File: src/rtl/kf_multi_ch_seq.sv
// kf_multi_ch_seq: shares one 2-state Kalman core across NCH channels with per-channel state RAM
// Ports: meas_* measurement handshake, cfg_* config writes (IDLE only), core_* core load/result,
// out_* filtered x1/x2 per job, busy (FSM not IDLE), err_tmo sticky watchdog flag.
// Optional: define KF_MCH_WATCHDOG_EN to abort COLLECT after TMO idle cycles.
module kf_multi_ch_seq #(
  parameter int W         = 24,
  parameter int FRAC      = 14,
  parameter int NCH       = 4,
  parameter int CHW       = 2,
  parameter int LOOP_ADDR = 20,
  parameter int TMO       = 1023
) (
  input  logic           clk,
  input  logic           rst_n,
  input  logic           meas_valid_i,
  input  logic [CHW-1:0] meas_ch_i,
  input  logic [W-1:0]   meas_data_i,
  output logic           meas_ready_o,
  input  logic           cfg_we_i,
  input  logic [CHW-1:0] cfg_ch_i,
  input  logic [4:0]     cfg_idx_i,
  input  logic [W-1:0]   cfg_data_i,
  output logic           cfg_ready_o,
  output logic           core_start_o,
  output logic [W-1:0]   core_data_in_o,
  output logic [7:0]     core_loop_addr_o,
  input  logic           core_out_valid_i,
  input  logic [W-1:0]   core_data_out_i,
  output logic           out_valid_o,
  output logic [CHW-1:0] out_ch_o,
  output logic [W-1:0]   out_pos_o,
  output logic [W-1:0]   out_vel_o,
  output logic           busy_o,
  output logic           err_tmo_o
);
  localparam logic [W-1:0] ONE  = W'(1 << FRAC);
  localparam logic [W-1:0] X2_0 = W'((3 << FRAC) / 100);
  localparam logic [W-1:0] TENTH = W'((1 << FRAC) / 10);
  localparam logic [W-1:0] HUNDREDTH = W'((1 << FRAC) / 100);
  typedef enum logic [2:0] {IDLE, START, LOAD, MEAS, COLLECT, WB} state_t;
  state_t         state_q;
  logic [W-1:0]   st_q   [NCH][6];
  logic [W-1:0]   coef_q [14];
  logic [W-1:0]   cap_q  [6];
  logic [W-1:0]   pend_data_q [NCH];
  logic [NCH-1:0] pend_q;
  logic [CHW-1:0] ptr_q, ch_q, out_ch_q;
  logic [4:0]     idx_q;
  logic [2:0]     bcnt_q;
  logic           core_start_q, out_valid_q;
  logic [W-1:0]   core_din_q, out_pos_q, out_vel_q;
  logic           gnt_v;
  logic [CHW-1:0] gnt_ch, cand;
  logic [4:0]     nidx;
  logic [W-1:0]   ld_word;
`ifdef KF_MCH_WATCHDOG_EN
  localparam int WDW = $clog2(TMO + 1);
  logic [WDW-1:0] wd_q;
  logic           err_q;
  assign err_tmo_o = err_q;
`else
  logic unused_tmo;
  assign unused_tmo = ^TMO;
  assign err_tmo_o = 1'b0;
`endif
  assign meas_ready_o     = !pend_q[meas_ch_i];
  assign cfg_ready_o      = state_q == IDLE;
  assign busy_o           = state_q != IDLE;
  assign core_start_o     = core_start_q;
  assign core_loop_addr_o = core_start_q ? 8'(LOOP_ADDR) : 8'd0;
  assign core_data_in_o   = core_din_q;
  assign out_valid_o      = out_valid_q;
  assign out_ch_o         = out_ch_q;
  assign out_pos_o        = out_pos_q;
  assign out_vel_o        = out_vel_q;
  // Round-robin: walk downwards so the channel right after ptr_q is the last (winning) hit.
  always_comb begin
    gnt_v  = 1'b0;
    gnt_ch = '0;
    cand   = '0;
    for (int k = NCH; k >= 1; k--) begin
      cand = CHW'((int'(ptr_q) + k) % NCH);
      if (pend_q[cand]) begin
        gnt_v  = 1'b1;
        gnt_ch = cand;
      end
    end
  end
  // Word presented in the next LOAD cycle; core_data_in is registered one cycle ahead.
  always_comb begin
    nidx    = (state_q == START) ? 5'd0 : idx_q + 5'd1;
    ld_word = (nidx < 5'd6) ? st_q[ch_q][nidx[2:0]] : coef_q[4'(nidx - 5'd6)];
  end
  always_ff @(posedge clk or negedge rst_n) begin
    if (!rst_n) begin
      state_q      <= IDLE;
      pend_q       <= '0;
      ptr_q        <= CHW'(NCH - 1);
      ch_q         <= '0;
      idx_q        <= '0;
      bcnt_q       <= '0;
      core_start_q <= 1'b0;
      core_din_q   <= '0;
      out_valid_q  <= 1'b0;
      out_ch_q     <= '0;
      out_pos_q    <= '0;
      out_vel_q    <= '0;
      for (int c = 0; c < NCH; c++) begin
        pend_data_q[c] <= '0;
        st_q[c][0] <= '0;
        st_q[c][1] <= X2_0;
        st_q[c][2] <= ONE;
        st_q[c][3] <= '0;
        st_q[c][4] <= '0;
        st_q[c][5] <= ONE;
      end
      for (int k = 0; k < 6; k++) cap_q[k] <= '0;
      for (int k = 0; k < 14; k++) coef_q[k] <= '0;
      coef_q[0]  <= ONE;
      coef_q[1]  <= TENTH;
      coef_q[3]  <= ONE;
      coef_q[4]  <= HUNDREDTH;
      coef_q[7]  <= HUNDREDTH;
      coef_q[8]  <= ONE;
      coef_q[10] <= TENTH;
`ifdef KF_MCH_WATCHDOG_EN
      wd_q  <= '0;
      err_q <= 1'b0;
`endif
    end else begin
      out_valid_q <= 1'b0;
      if (meas_valid_i && meas_ready_o) begin
        pend_q[meas_ch_i]      <= 1'b1;
        pend_data_q[meas_ch_i] <= meas_data_i;
      end
      // Config lands in the grant cycle too, so the job started here loads the new value.
      if (cfg_we_i && state_q == IDLE) begin
        if (cfg_idx_i < 5'd6) st_q[cfg_ch_i][cfg_idx_i[2:0]] <= cfg_data_i;
        else if (cfg_idx_i < 5'd20) coef_q[4'(cfg_idx_i - 5'd6)] <= cfg_data_i;
      end
      case (state_q)
        IDLE: if (gnt_v) begin
          state_q      <= START;
          ch_q         <= gnt_ch;
          ptr_q        <= gnt_ch;
          core_start_q <= 1'b1;
        end
        START: begin
          core_start_q <= 1'b0;
          core_din_q   <= ld_word;
          idx_q        <= '0;
          state_q      <= LOAD;
        end
        LOAD: begin
          idx_q      <= idx_q + 5'd1;
          core_din_q <= (idx_q == 5'd19) ? pend_data_q[ch_q] : ld_word;
          if (idx_q == 5'd19) state_q <= MEAS;
        end
        MEAS: begin
          pend_q[ch_q] <= 1'b0;
          core_din_q   <= '0;
          bcnt_q       <= '0;
`ifdef KF_MCH_WATCHDOG_EN
          wd_q         <= '0;
`endif
          state_q      <= COLLECT;
        end
        COLLECT: if (core_out_valid_i) begin
          cap_q[bcnt_q] <= core_data_out_i;
          bcnt_q        <= bcnt_q + 3'd1;
`ifdef KF_MCH_WATCHDOG_EN
          wd_q          <= '0;
`endif
          if (bcnt_q == 3'd5) begin
            state_q     <= WB;
            out_valid_q <= 1'b1;
            out_ch_q    <= ch_q;
            out_pos_q   <= cap_q[0];
            out_vel_q   <= cap_q[1];
          end
`ifdef KF_MCH_WATCHDOG_EN
        end else if (wd_q == WDW'(TMO - 1)) begin
          state_q <= IDLE;
          err_q   <= 1'b1;
        end else begin
          wd_q <= wd_q + 1'b1;
`endif
        end
        WB: begin
          for (int k = 0; k < 6; k++) st_q[ch_q][k] <= cap_q[k];
          state_q <= IDLE;
        end
        default: state_q <= IDLE;
      endcase
    end
  end
endmodule
File: config.mk
export PLATFORM = sky130hd
export DESIGN_NAME = kf_multi_ch_seq
export DESIGN_NICKNAME = d
export VERILOG_FILES = /design/src/rtl/kf_multi_ch_seq.sv
export SDC_FILE = /design/constraint.sdc
export NUM_CORES = 2
export LEC_CHECK = 0
export BUFFER_PORTS_ARGS = -buffer_cell sky130_fd_sc_hd__buf_2
export CAP_MARGIN = 25
export CORE_UTILIZATION = 50
export CTS_CLUSTER_DIAMETER = 50
export DETAILED_ROUTE_END_ITERATION = 8
export HOLD_SLACK_MARGIN = 0.12
export PLACE_DENSITY = 0.69
export SETUP_SLACK_MARGIN = 0.4
export SYNTH_ARGS = -nofsm -noshare
export SYNTH_HDL_FRONTEND = slang
export SYNTH_SLANG_ARGS = --single-unit
File: constraint.sdc
create_clock -name clk -period 3.7 [get_ports clk]
set_clock_uncertainty 0.15 [all_clocks]
set_input_delay 0.37 -clock clk [delete_from_list [all_inputs] [get_ports clk]]
set_output_delay 0.37 -clock clk [all_outputs]
set_load 0.02 [all_outputs]
======== Word-level counts from Yosys, hierarchy flattened ========
Index checks and enable logic that the tools add are counted.
storage, ports and cells
  logic and storage cells ................. 229
  bits of input ports ..................... 86
  register bits after elaboration ......... 1247
  output and inout bits ................... 88
operators by class
  add/subtract/negate cells ............... 8
  equal/unequal tests ..................... 11
  reductions and logical operators ........ 24
  bitwise gates (word level) .............. 12
  muxes and demuxes ....................... 89
  $lt $le $gt $ge ......................... 25
operators with widths
  cell                                                                           number
  576-bit bitwise mux                                                            7
  144-bit demux with 2-bit select                                                7
  576-bit 2-to-1 mux                                                             3
  144-bit 2-to-1 mux                                                             4
  336-bit bitwise mux                                                            1
  24-bit 2-to-1 mux                                                              13
  144-bit binary-select mux with 2-bit select                                    1
  144-bit bitwise mux                                                            1
  24-bit demux with 3-bit select                                                 2
  120-bit 2-to-1 mux                                                             1
  24-bit binary-select mux with 4-bit select                                     1
  96-bit bitwise mux                                                             1
  24-bit demux with 4-bit select                                                 1
  96-bit 2-to-1 mux                                                              1
  24-bit binary-select mux with 3-bit select                                     1
  72-bit 2-to-1 mux                                                              1
  24-bit one-hot mux with 3 select lines                                         1
  24-bit binary-select mux with 2-bit select                                     1
  24-bit demux with 2-bit select                                                 1
  48-bit 2-to-1 mux                                                              1
  2-bit by 3-bit less-than comparator with 1-bit output (second input constant)  6
  1-bit 2-to-1 mux                                                               15
  3-bit 2-to-1 mux                                                               5
  3-bit one-hot mux with 5 select lines                                          1
  43 further kinds                                                               92

======== Depth between registers and ports, before layout ========
  depth in word-level cells ............... 17
  gate-level depth with buffers ........... 15
  gate-level depth less buffers ........... 8

======== Worst setup path before layout ========
OpenSTA, ideal clock, no wires.
  kind .................................... register to register
  start point ............................. reg state_q[2]
  end point ............................... reg core_din_q[11], in the netlist core_data_in_o[11]
  library setup time ...................... 0.099 ns
  cell stages (with the launch flop) ...... 16
  arrival time ............................ 3.339 ns
  slack ................................... 0.111 ns
  required time ........................... 3.451 ns
  clock period less this slack ............ 3.589 ns
  buffers on the path ..................... 7
  cells stage by stage .................... dfrtp_1 -> clkbuf_1 -> or3b_2 -> clkbuf_1 -> nand2_1 -> inv_1 -> clkbuf_1 -> buf_2 -> buf_2 -> ha_1 -> or4_1 -> clkbuf_1 -> clkbuf_1 -> a211oi_1 -> a311oi_1 -> a311oi_1
between the ends
  cells in the longest elaborated chain, start to end .. 10
  elaborated cells between the ends (all ways) .. 18
  classes of those cells .................. add/sub: 1; order compare: 1; eq/ne: 3; mux: 10; bitwise: 2; reduce/logical: 1
RTL lines
  item                                                  line     source
  start: declaration                                    41       state_t state_q;
  start signal: assignment                              96       state_q <= IDLE;
  start signal: assignment                              143      state_q <= START;
  start signal: assignment                              152      state_q <= LOAD;
  3-bit by 1-bit equality test with 1-bit output        91, 141
  5-bit 2-to-1 mux                                      91       nidx = (state_q == START) ? 5'd0 : idx_q + 5'd1;
  4-bit by 3-bit subtractor with 4-bit output           92       ld_word = (nidx < 5'd6) ? st_q[ch_q][nidx[2:0]] : coef_q[4'(nidx - 5'd6)];
  4-bit NOT with 5-bit output (not written as such)     92
  24-bit binary-select mux with 4-bit select            92
  24-bit 2-to-1 mux (not written as such) (2 in a row)  92
  24-bit 2-to-1 mux                                     92
  24-bit 2-to-1 mux                                     156      core_din_q <= (idx_q == 5'd19) ? pend_data_q[ch_q] : ld_word;
  24-bit one-hot mux with 3 select lines                141      case (state_q)
  end signal: assignment                                150      core_din_q <= ld_word;
  end signal: assignment                                156
  end: declaration                                      51       logic [W-1:0] core_din_q, out_pos_q, out_vel_q;
Parallel ways exist; a longest one is shown, timed or not. The select of a mux whose other input is x is not followed.
A chain may end at the register's enable or synchronous reset.

======== Worst setup path after layout ========
  start point ............................. reg ch_q[0]
  end point ............................... reg core_din_q[18], in the netlist core_data_in_o[18]
between the ends
  cells in the longest elaborated chain, start to end .. 10
  elaborated cells between the ends (all ways) .. 13
  classes of those cells .................. mux: 12; bitwise: 1
RTL lines
  item                                                   line     source
  start: declaration                                     47       logic [CHW-1:0] ptr_q, ch_q, out_ch_q;
  start signal: assignment                               144      ch_q <= gnt_ch;
  2-bit NOT with 3-bit output (not written as such) (*)  92, 156
  144-bit binary-select mux with 2-bit select            92
  144-bit 2-to-1 mux (not written as such) (2 in a row)  92
  24-bit binary-select mux with 3-bit select             92
  24-bit 2-to-1 mux (not written as such) (2 in a row)   92
  24-bit 2-to-1 mux                                      92
  24-bit 2-to-1 mux                                      156
  24-bit one-hot mux with 3 select lines (*)             141
Every way passes the cells marked *; elsewhere a longest branch is shown, timed or not. The select of a mux whose other input is x is not followed.

==> impl_metrics.prom <==
# TYPE chip_impl_metric gauge
chip_impl_metric{name="wirelength",unit="um"} 189000
chip_impl_metric{name="arr_time_crit_path",unit="ns"} 3.68
chip_impl_metric{name="std_cell_rows",unit=""} 128
chip_impl_metric{name="antenna_found_initial",unit=""} 22
chip_impl_metric{name="floorplan.io_pins",unit=""} 174
chip_impl_metric{name="synth_area",unit="sq mm"} 0.0616
chip_impl_metric{name="drt_first_pass_iters",unit=""} 6
chip_impl_metric{name="floorplan.core_area",unit="sq mm"} 0.122
chip_impl_info{name="rsz0062_at_grt",value="no"} 1
chip_impl_metric{name="layout_min_cycle_time",unit="ns"} 3.21
chip_impl_metric{name="min_path_cells",unit=""} 3
chip_impl_metric{name="max-clock-path-buffers",unit=""} 3
chip_impl_metric{name="vias",unit=""} 44800
chip_impl_info{name="hold_path.startpoint",value="cfg_data_i[17]"} 1
chip_impl_metric{name="cts_buffers",unit=""} 138
chip_impl_metric{name="gpl.final_weighted_congestion",unit=""} 0.864
chip_impl_metric{name="relSlewSlack",unit="%"} 24.9
chip_impl_info{name="cell_type_of_the_slowest_stage_on_the_worst_timing_path",value="dfrtp_4"} 1
chip_impl_metric{name="floorplan.die_area",unit="sq mm"} 0.125
chip_impl_info{name="layout.cells.most_common",value="dfrtp_1"} 1
chip_impl_info{name="whs_endpoint",value="st_q[137]$_DFF_PN0_"} 1
chip_impl_metric{name="synthesis.instances",unit=""} 5288
chip_impl_metric{name="synth.lib_cells_used.distinct",unit=""} 65
chip_impl_info{name="timing.rr.start",value="ch_q[0]$_DFFE_PN0P_"} 1
chip_impl_metric{name="power_per_cell_area",unit="mW/mm^2"} 831
chip_impl_metric{name="synth_edf_count",unit=""} 0
chip_impl_metric{name="n_fill_cell",unit=""} 10100
chip_impl_metric{name="pre_cts_ws",unit="ns"} 0.197
chip_impl_metric{name="dr_wl_met2",unit="um"} 85300
chip_impl_metric{name="via_per_inst",unit=""} 6.34
chip_impl_metric{name="fin_hold_ws",unit="ns"} 0.171
chip_impl_metric{name="via_count_of_the_first_global_routing_pass",unit=""} 44000
chip_impl_metric{name="routedWlPerCell",unit="um"} 26.8
chip_impl_metric{name="initial_core_util",unit="%"} 50.5
chip_impl_info{name="final_cell_mix",value="dfrtp_1, mux2i_1, mux2_2, o21ai_0, nor2_1"} 1
chip_impl_info{name="routed.top_layer",value="met5"} 1
chip_impl_metric{name="drt_drc_violations_left",unit=""} 0
chip_impl_metric{name="reg2regPathDepth",unit=""} 6
chip_impl_metric{name="detailroute.wirelength.met3",unit="um"} 16200
chip_impl_metric{name="clkSinkCount",unit=""} 1247
chip_impl_info{name="outcome",value="completed"} 1
chip_impl_metric{name="die_height",unit="um"} 353
chip_impl_metric{name="nets",unit=""} 5426
chip_impl_metric{name="avgSynthCellArea",unit="sq um"} 11.7
chip_impl_metric{name="finalHoldViolCount",unit=""} 0
chip_impl_metric{name="cts-htree-levels",unit=""} 4
chip_impl_metric{name="placement.io_buffers",unit=""} 166
chip_impl_metric{name="first_iter_violations",unit=""} 4881
chip_impl_metric{name="count_of_state_elements_after_synthesis",unit=""} 1247
chip_impl_metric{name="place_hpwl",unit="um"} 113000
chip_impl_metric{name="sequential_area_share_after_synthesis",unit="%"} 50.7
chip_impl_info{name="critPathCaptureType",value="flop"} 1
chip_impl_metric{name="pin_count_of_the_biggest_net_entering_global_routing",unit=""} 167
chip_impl_metric{name="yosysWarnings",unit=""} 0
chip_impl_metric{name="wirelength_met1",unit="um"} 82100
chip_impl_info{name="ctsRootBufferMaster",value="clkbuf_16"} 1
chip_impl_metric{name="critical_path_peak_fanout",unit=""} 25
chip_impl_info{name="tritoncts",value="done"} 1
chip_impl_metric{name="setup_violations_final",unit=""} 0
chip_impl_metric{name="postRouteAntennaNets",unit=""} 0
chip_impl_metric{name="synth_async_reset_ratio",unit="%"} 100
chip_impl_metric{name="actual_slew_at_the_worst_max_slew_pin",unit="ns"} 1.13
chip_impl_metric{name="grt-ovfl-total",unit=""} 0
chip_impl_metric{name="timing.final.max_slew_violations",unit=""} 0
chip_impl_info{name="regToRegEndpoint",value="core_data_in_o[18]$_DFFE_PN0P_"} 1
chip_impl_metric{name="setup_ws",unit="ns"} 0.492
chip_impl_metric{name="p_total",unit="mW"} 58.4
chip_impl_info{name="cp_cell_sequence",value="buf_12 > mux4_2 > and3_1 > o41ai_1 > buf_2 > a311oi_1"} 1
chip_impl_metric{name="peakVddDrop",unit="mV"} 0.669
chip_impl_metric{name="worstPathRequired",unit="ns"} 4.17
chip_impl_metric{name="die_w",unit="um"} 353
chip_impl_metric{name="regToRegSetupSlack",unit="ns"} 0.49
chip_impl_metric{name="drive_gt1_share",unit="%"} 27.6
chip_impl_metric{name="synthToLayoutAreaGrowth",unit="%"} 14.1
chip_impl_metric{name="fmax",unit="MHz"} 312
chip_impl_metric{name="fin_crit_sh",unit="%"} 86.7
chip_impl_metric{name="grt.total_usage",unit="%"} 30.2
chip_impl_info{name="hold_crit_class",value="input port to flop"} 1
chip_impl_info{name="yosys_most_used_dff",value="dfrtp_1"} 1
chip_impl_metric{name="critical_path.max_stage_delay",unit="ns"} 0.85
chip_impl_metric{name="clk_pin_slew",unit="ns"} 0.06
chip_impl_metric{name="cap_viol_max_count",unit=""} 0
chip_impl_metric{name="grt_first_pass_wirelength",unit="um"} 287000
chip_impl_metric{name="p_leak",unit="nW"} 29.1
chip_impl_metric{name="clock_latency",unit="ns"} 0.76
chip_impl_info{name="timing.setup.critical_path_class",value="flop to flop"} 1
chip_impl_info{name="start_kind",value="flop"} 1
report_power, final:
part           switching [mW]  internal (mW)
Sequential               3.57           18.5
Clock                    5.73           8.50
Combinational            12.4           9.73
how the worst max path moves through the flow:
stage	start	end	slack, ns	cells after the start
floorplan	state_q[2]$_DFFE_PN0P_	core_data_in_o[11]$_DFFE_PN0P_	0.43	15
global route	idx_q[0]$_DFFE_PN0P_	core_data_in_o[11]$_DFFE_PN0P_	0.41	9
global placement	state_q[1]$_DFFE_PN0P_	core_data_in_o[18]$_DFFE_PN0P_	-0.08	7
CTS	state_q[1]$_DFFE_PN0P_	core_data_in_o[18]$_DFFE_PN0P_	0.42	8
detailed placement	state_q[1]$_DFFE_PN0P_	core_data_in_o[9]$_DFFE_PN0P_	0.20	7
finish	ch_q[0]$_DFFE_PN0P_	core_data_in_o[18]$_DFFE_PN0P_	0.49	6
cell type report:
type | count | area, sq um | share of cell area (%)
multi-input combinational | 3508 | 28600 | 40.6
antenna | 7 | 17.5 | 0.0249
clock inverter | 42 | 636 | 0.904
timing repair buffer | 420 | 3680 | 5.23
clock buffer | 206 | 4010 | 5.71
tap | 1625 | 2030 | 2.89
inverter | 17 | 68.8 | 0.0979
sequential | 1247 | 31300 | 44.5
timing repair:
item	4_1_cts	5_1_grt
endpoints found under the setup margin	2	17
endpoints found under the hold margin	1118	0
setup buffers	0	1
gates resized for setup	2	7
hold buffers	59	0
pin swaps	0	1
gates cloned	0	0
synthesized netlist by cell type, types with 4 or more instances:
| cell type | count | area [sq um] |
|---|---|---|
| buf_4 | 23 | 173 |
| a221oi_1 | 46 | 403 |
| and2_1 | 27 | 169 |
| a31oi_1 | 39 | 244 |
| nand3b_1 | 4 | 30.0 |
| nand4_1 | 4 | 25.0 |
| a311oi_1 | 38 | 333 |
| a21o_1 | 37 | 278 |
| nor3_1 | 4 | 20.0 |
| buf_2 | 79 | 395 |
| ha_1 | 8 | 100 |
| o41ai_1 | 13 | 114 |
| o21ai_0 | 368 | 1840 |
| o21bai_1 | 35 | 263 |
| o21ai_1 | 32 | 160 |
| dfrtp_1 | 1186 | 29700 |
| nor2_1 | 383 | 1440 |
| buf_1 | 30 | 113 |
| nor4_1 | 4 | 25.0 |
| o2bb2ai_1 | 46 | 403 |
| mux4_2 | 169 | 3810 |
| inv_1 | 16 | 60.1 |
| o221ai_1 | 26 | 228 |
| mux2_2 | 626 | 7050 |
| nand3_1 | 115 | 576 |
| mux2i_1 | 646 | 6470 |
| o22ai_1 | 24 | 150 |
| a21boi_0 | 15 | 113 |
| or3_1 | 5 | 31.3 |
| nand2_1 | 310 | 1160 |
| dfstp_2 | 61 | 1600 |
| a21oi_1 | 342 | 1710 |
| clkbuf_1 | 390 | 1460 |
| and3_1 | 57 | 357 |
| nor2_2 | 10 | 62.6 |
| a211oi_1 | 25 | 188 |
worst max-delay path: cells and delay by family (launching register included):
| family | cells | cell delay (ns) |
|---|---|---|
| AO/OA/AOI/OAI | 2 | 0.66 |
| buffers and inverters | 2 | 0.62 |
| flip-flops | 1 | 0.85 |
| multiplexers | 1 | 0.54 |
| AND/OR/NAND/NOR | 1 | 0.19 |
routing by layer:
layer	track usage [%]	up-vias
met3	5.65	383
met5	0	-
li1	-	19300
met4	9.88	6
met1	44.0	23000
met2	45.7	2110
flip-flops by register name, summed over array words and instances (netlist names):
| name | flops |
|---|---|
| out_vel_o | 24 |
| st_q | 576 |
| ch_q | 2 |
| coef_q | 336 |
| idx_q | 5 |
| pend_data_q | 96 |
| out_ch_o | 2 |
| core_data_in_o | 24 |
| pend_q | 4 |
| state_q | 3 |
| cap_q | 144 |
| core_start_o | 1 |
| out_valid_o | 1 |
| ptr_q | 2 |
| bcnt_q | 3 |
| out_pos_o | 24 |
cell families after synthesis:
| kind of cell | synth area share, % |
|---|---|
| xor+xnor | 0.0853 |
| other cells | 0.00608 |
| fa+ha+maj | 0.162 |
| mux | 28.1 |
| flops | 50.7 |
| compound gates | 10.6 |
| simple gates | 6.71 |
| buf+inv | 3.58 |
per-stage QoR:
step	utilization [%]	instances	area, sq um	TNS (ns)
3_3_place_gp	53.2	6753	64900	-0.0823
2_1_floorplan	-	5294	61800	0
4_1_cts	57.6	7064	70200	0
6_report	57.6	7072	70300	0
5_1_grt	57.6	7068	70300	0
3_5_place_dp	53.2	6757	65000	0
Note: power is estimated with default switching activity, not from simulation.
